$ cat src/rtl/fetch_stage.sv
// Instruction-fetch stage: PC register, icache request, next-PC redirects and the IF/ID latch.
// Optional fetch/stall statistics counters are enabled by defining FETCH_STATS_EN.
module fetch_stage #(
    parameter logic [31:0] PC_INIT  = 32'h00000000,
    parameter logic [31:0] NOP_WORD = 32'h00000000
) (
    input  logic        CLK,
    input  logic        nRST,
    input  logic        ihit,
    input  logic [31:0] imemload,
    output logic        imemREN,
    output logic [31:0] imemaddr,
    input  logic        stall,
    input  logic [1:0]  pc_sel,
    input  logic [31:0] branch_addr,
    input  logic [31:0] jump_addr,
    input  logic [31:0] jr_addr,
    input  logic        halt,
    output logic [31:0] Instruction,
    output logic [31:0] PC4,
    output logic        if_valid
`ifdef FETCH_STATS_EN
    ,
    output logic [31:0] fetch_count,
    output logic [31:0] stall_count
`endif
);

    logic [31:0] pc_reg, pc_next;
    logic [31:0] pend_addr_reg, pend_addr_next;
    logic        pend_v_reg, pend_v_next;
    logic        halted_reg, halted_next;
    logic [31:0] instr_reg, instr_next;
    logic [31:0] pc4_reg, pc4_next;
    logic        valid_reg, valid_next;

    logic        redirect;
    logic        halting;
    logic        flush;
    logic        load_valid;
    logic [31:0] target;
    logic [31:0] pc_plus4;

    assign imemaddr    = pc_reg;
    assign imemREN     = ~halted_reg;
    assign Instruction = instr_reg;
    assign PC4         = pc4_reg;
    assign if_valid    = valid_reg;

    always_comb begin
        target = branch_addr;
        case (pc_sel)
            2'b01:   target = branch_addr;
            2'b10:   target = jump_addr;
            2'b11:   target = jr_addr;
            default: target = branch_addr;
        endcase
    end

    // The halt input blocks this cycle's PC advance and IF/ID load; imemREN drops a cycle later.
    assign redirect   = (pc_sel != 2'b00);
    assign halting    = halted_reg | halt;
    assign flush      = redirect | pend_v_reg;
    assign pc_plus4   = pc_reg + 32'd4;
    assign load_valid = ~flush & ~stall & ihit & ~halting;

    always_comb begin
        halted_next    = halting;
        pc_next        = pc_reg;
        pend_addr_next = pend_addr_reg;
        pend_v_next    = pend_v_reg;

        // Capture every redirect; it is consumed right away unless stalled or halted.
        if (redirect) begin
            pend_addr_next = target;
            pend_v_next    = 1'b1;
        end

        if (!halting && !stall) begin
            if (redirect) begin
                pc_next     = target;
                pend_v_next = 1'b0;
            end else if (pend_v_reg) begin
                pc_next     = pend_addr_reg;
                pend_v_next = 1'b0;
            end else if (ihit) begin
                pc_next = pc_plus4;
            end
        end
    end

    always_comb begin
        instr_next = instr_reg;
        pc4_next   = pc4_reg;
        valid_next = valid_reg;

        if (flush) begin
            instr_next = NOP_WORD;
            pc4_next   = 32'd0;
            valid_next = 1'b0;
        end else if (stall) begin
            instr_next = instr_reg;
            pc4_next   = pc4_reg;
            valid_next = valid_reg;
        end else if (load_valid) begin
            instr_next = imemload;
            pc4_next   = pc_plus4;
            valid_next = 1'b1;
        end else begin
            // Bubble: PC4 keeps its last value; only the instruction and valid bit are cleared.
            instr_next = NOP_WORD;
            valid_next = 1'b0;
        end
    end

    always_ff @(posedge CLK or negedge nRST) begin
        if (!nRST) begin
            pc_reg        <= PC_INIT;
            pend_addr_reg <= 32'd0;
            pend_v_reg    <= 1'b0;
            halted_reg    <= 1'b0;
            instr_reg     <= NOP_WORD;
            pc4_reg       <= 32'd0;
            valid_reg     <= 1'b0;
        end else begin
            pc_reg        <= pc_next;
            pend_addr_reg <= pend_addr_next;
            pend_v_reg    <= pend_v_next;
            halted_reg    <= halted_next;
            instr_reg     <= instr_next;
            pc4_reg       <= pc4_next;
            valid_reg     <= valid_next;
        end
    end

`ifdef FETCH_STATS_EN
    logic [31:0] fetch_count_reg, fetch_count_next;
    logic [31:0] stall_count_reg, stall_count_next;

    assign fetch_count = fetch_count_reg;
    assign stall_count = stall_count_reg;

    always_comb begin
        fetch_count_next = fetch_count_reg;
        stall_count_next = stall_count_reg;
        if (load_valid)
            fetch_count_next = fetch_count_reg + 32'd1;
        if (!halted_reg && (!ihit || stall))
            stall_count_next = stall_count_reg + 32'd1;
    end

    always_ff @(posedge CLK or negedge nRST) begin
        if (!nRST) begin
            fetch_count_reg <= 32'd0;
            stall_count_reg <= 32'd0;
        end else begin
            fetch_count_reg <= fetch_count_next;
            stall_count_reg <= stall_count_next;
        end
    end
`endif

endmodule

$ cat config.mk
export PLATFORM = sky130hd
export DESIGN_NAME = fetch_stage
export DESIGN_NICKNAME = d
export VERILOG_FILES = /design/src/rtl/fetch_stage.sv
export SDC_FILE = /design/constraint.sdc
export NUM_CORES = 1
export LEC_CHECK = 0
export CORE_MARGIN = 2
export CORE_UTILIZATION = 45
export CTS_BUF_LIST = sky130_fd_sc_hd__clkbuf_16
export DETAILED_ROUTE_END_ITERATION = 6
export GPL_TIMING_DRIVEN = 0
export PLACE_DENSITY = 0.81
export SLEW_MARGIN = 15
export SYNTH_ARGS = -nofsm -noshare
export SYNTH_HDL_FRONTEND = slang
export SYNTH_SLANG_ARGS = --single-unit
$ cat constraint.sdc
create_clock -name CLK -period 4.75 [get_ports CLK]
set_clock_uncertainty 0.15 [all_clocks]
set_input_delay 1.1875 -clock CLK [delete_from_list [all_inputs] [get_ports CLK]]
set_output_delay 1.1875 -clock CLK [all_outputs]
set_load 0.02 [all_outputs]
==> flow_summary.json, run 1 <==
{
  "r2r-start": "halted_reg",
  "fin_crit_ps": 3798,
  "setup_violations": 0,
  "setup_ws_ps": 951.8,
  "n_fill_cell": 1006,
  "cts_buffers": 17,
  "die-height_um": 123.5,
  "startpoint": "halt",
  "yosys_warnings": 0,
  "wl_per_cell_um": 21.74,
  "routed_via_density": 5.841,
  "syn_nets": 703,
  "vias": 5911,
  "p_sw_mw": 0.7439,
  "min_period_over_period": 0.7996,
  "ant_nets": 0,
  "min_from": "if_valid",
  "clock_sinks": 131,
  "r2r_setup_slack_ps": 1830,
  "relSlewSlack": 0.4011,
  "ys_types": 54,
  "power.share.clock": 0.418,
  "leakagePower_nw": 3.850,
  "grt_max_degree": 88,
  "die-area_um2": 15250,
  "cp.arrival_ps": 3920,
  "dpl.hpwl_mm": 16.30,
  "htreeDepth": 4,
  "area_growth_pct": 48.69,
  "place_congestion": 0.8735,
  "cts_hold_buf": 0,
  "drive_gt1_frac": 0.1058,
  "grt_usage": 0.2937,
  "start_util": 0.4610,
  "grt_pass1_wl_mm": 32.95,
  "path_depth": 7,
  "gr-total-overflow": 0,
  "cts_buffer_depth": 2,
  "postCtsResizedCells": 0,
  "slowest_delay_ps": 550,
  "cts_tree": "yes",
  "post_cts_buffers": 0,
  "cpMaxStageDelayCell": "nor3_1",
  "final_nets": 955,
  "dr.pass1.iters": 6,
  "p_sw_frac": 0.2528,
  "drt_iter0_drc": 504,
  "synthArstFlopShare": 1.000,
  "crit_family": "buffers and inverters",
  "final_cell_mix": "231 x clkdlybuf4s50_1, 131 x dfrtp_1, 48 x a21oi_1, 44 x nand2_1, 37 x o21ai_0",
  "port_buffers": 232,
  "peakVddDrop_v": 0.0002108,
  "first_global_vias": 5928,
  "netlist_area_um2": 6424,
  "worst_pin_slew_ps": 898.3,
  "cap_viol_max_count": 0,
  "hold_violations": 0,
  "crit_path_end": "imemaddr[29]",
  "p_int_mw": 2.199,
  "start_kind": "input pin",
  "clk_latency_ps": 420,
  "diodes": 0,
  "drc": 0,
  "synth_edf_count": 0,
  "fmax_ghz": 0.2633,
  "synth-main-ff-cell": "dfrtp_1",
  "hold_path.class": "flip-flop to flip-flop",
  "crit_buf_inv": 3,
  "cp.required_ps": 4870,
  "cp_max_fo": 10,
  "cellPowerDensity_nw_per_um2": 308.1,
  "avgSynthCellArea_um2": 11.33,
  "fin_tns_setup_ps": 0,
  "comb_power_share": 0.157,
  "end_kind": "flip-flop",
  "slew_violations": 0,
  "synthCells": 567,
  "dp_slack_ps": 565.9,
  "ys_ff_latch": 131,
  "antenna_found_initial": 0,
  "core_region_area_um2": 13930,
  "cpMostUsedCell": "clkbuf_1",
  "run_status": "complete, no violations",
  "path_class": "input pin to flip-flop",
  "seqPwrFrac": 0.425,
  "num_rows": 43,
  "yosysSeqAreaShare": 0.5103,
  "clock-root-buffer": "clkbuf_16",
  "crit_chain": "clkdlybuf4s50_1 -> nor3_1 -> clkbuf_1 -> o21ai_1 -> clkbuf_1 -> a32oi_1 -> o311ai_0",
  "io_pins": 233,
  "grt_setup_unrepaired": "no",
  "r2r_end": "imemaddr[29]",
  "reg2reg_depth": 6,
  "drt-total-wl_mm": 22.00,
  "path_clk_slew_ps": 60,
  "final_common_cell": "clkdlybuf4s50_1",
  "die_x_um": 123.5
}
worst min path at each step:
stage | end | slack (ps) | depth (start not counted)
6_report | if_valid | 340 | 2
3_5_place_dp | if_valid | 330 | 2
2_1_floorplan | halted_reg | 310 | 1
5_1_grt | Instruction[3] | 370 | 1
3_3_place_gp | if_valid | 310 | 2
4_1_cts | if_valid | 340 | 2
synthesized netlist by cell type, types with 2 or more instances:
library cell,number,share of area
a211oi_1,10,0.012
a21oi_1,48,0.037
a22o_1,32,0.044
a22oi_1,3,0.0035
a2bb2oi_1,4,0.0055
a311oi_1,3,0.0041
a31oi_1,4,0.0039
and2_1,6,0.0058
and3_1,8,0.0078
and4_1,7,0.0095
buf_1,2,0.0012
buf_2,13,0.010
clkbuf_1,34,0.020
clkbuf_2,2,0.0016
dfrtp_1,131,0.51
inv_1,2,0.0012
mux2_2,3,0.0053
mux4_2,34,0.12
nand2_1,44,0.026
nand2b_1,2,0.0019
nand3_1,16,0.012
nand4_1,12,0.012
nand4_2,2,0.0039
nor2_1,32,0.019
nor3_1,5,0.0039
o21a_1,4,0.0047
o21ai_0,37,0.029
o22a_1,2,0.0027
o22ai_1,12,0.012
o2bb2ai_1,2,0.0027
or4_1,2,0.0023
xnor2_1,13,0.018
xor2_1,15,0.020
power by group through the flow:
| stage | clock (mW) | combinational, mW | sequential, mW |
|---|---|---|---|
| finish | 1.23 | 0.461 | 1.25 |
| floorplan | 0 | 0.169 | 1.29 |
| global route | 1.30 | 0.492 | 1.26 |
| global placement | 0 | 0.449 | 1.26 |
| CTS | 1.24 | 0.464 | 1.25 |
| detailed placement | 0 | 0.461 | 1.27 |
area by class of cell:
cell class | instances | area, µm² | share of cell area
Sequential cell | 131 | 3278 | 0.3432
Multi-Input combinational cell | 382 | 2920 | 0.3057
Timing Repair Buffer | 233 | 2351 | 0.2461
Clock buffer | 17 | 425.4 | 0.04454
Tap cell | 180 | 225.2 | 0.02358
Buffer | 52 | 217.7 | 0.02279
Clock inverter | 15 | 126.4 | 0.01323
Inverter | 2 | 7.507 | 0.0007860
worst min-delay path: stages, from the launching register on:
cell and delay [ps]:
dfrtp_1 340, nand2_1 60, nand2_1 60
layer usage:
layer | global-route usage | part of all wire
met1 | 0.3814 | 0.42
met2 | 0.4787 | 0.47
met3 | 0.06780 | 0.084
met4 | 0.1143 | 0.027
met5 | 0 | 0
stage by stage:
step | util | power [mW] | hold slack [ps] | area [µm²] | cells
floorplan | - | 1.455 | 311.1 | 6424 | 567
global placement | 0.6438 | 1.711 | 312.9 | 8971 | 979
detailed placement | 0.6459 | 1.727 | 327.4 | 9000 | 980
CTS | 0.6855 | 2.956 | 341.2 | 9552 | 1012
global route | 0.6855 | 3.052 | 371.7 | 9552 | 1012
finish | 0.6855 | 2.943 | 340.1 | 9552 | 1012
kinds of logic (layout without fill, tap and decap cells):
logic type	count (synthesis)	in the layout	synth area share
and+or+nand+nor	145	145	0.1169
muxes	38	38	0.1260
AOI/OAI and AO/OA	170	170	0.1716
buffers and inverters	54	319	0.03506
xor gates and xnor gates	28	28	0.03818
DFF	131	131	0.5103
adders and majority gates	1	1	0.001947
No activity file was read; power rests on OpenSTA's default activity.
==> inputs of run 2 (changes only) <==
Clock period 4.75 ns to 3.9 ns, I/O delays scaled along.
==> results of run 2 <==
The final DEF is identical to that of run 1. Status: complete, no violations.
Main changes from that run: setup slack after placement 565.9 ps -> -71.57 ps; setup slack after layout 951.8 ps -> 314.3 ps; hold slack 340.1 ps -> 332.4 ps; register-to-register setup slack 1830 ps -> 980 ps; total power 2.943 mW -> 3.585 mW; worst IR drop on VDD 0.0002108 V -> 0.0002567 V
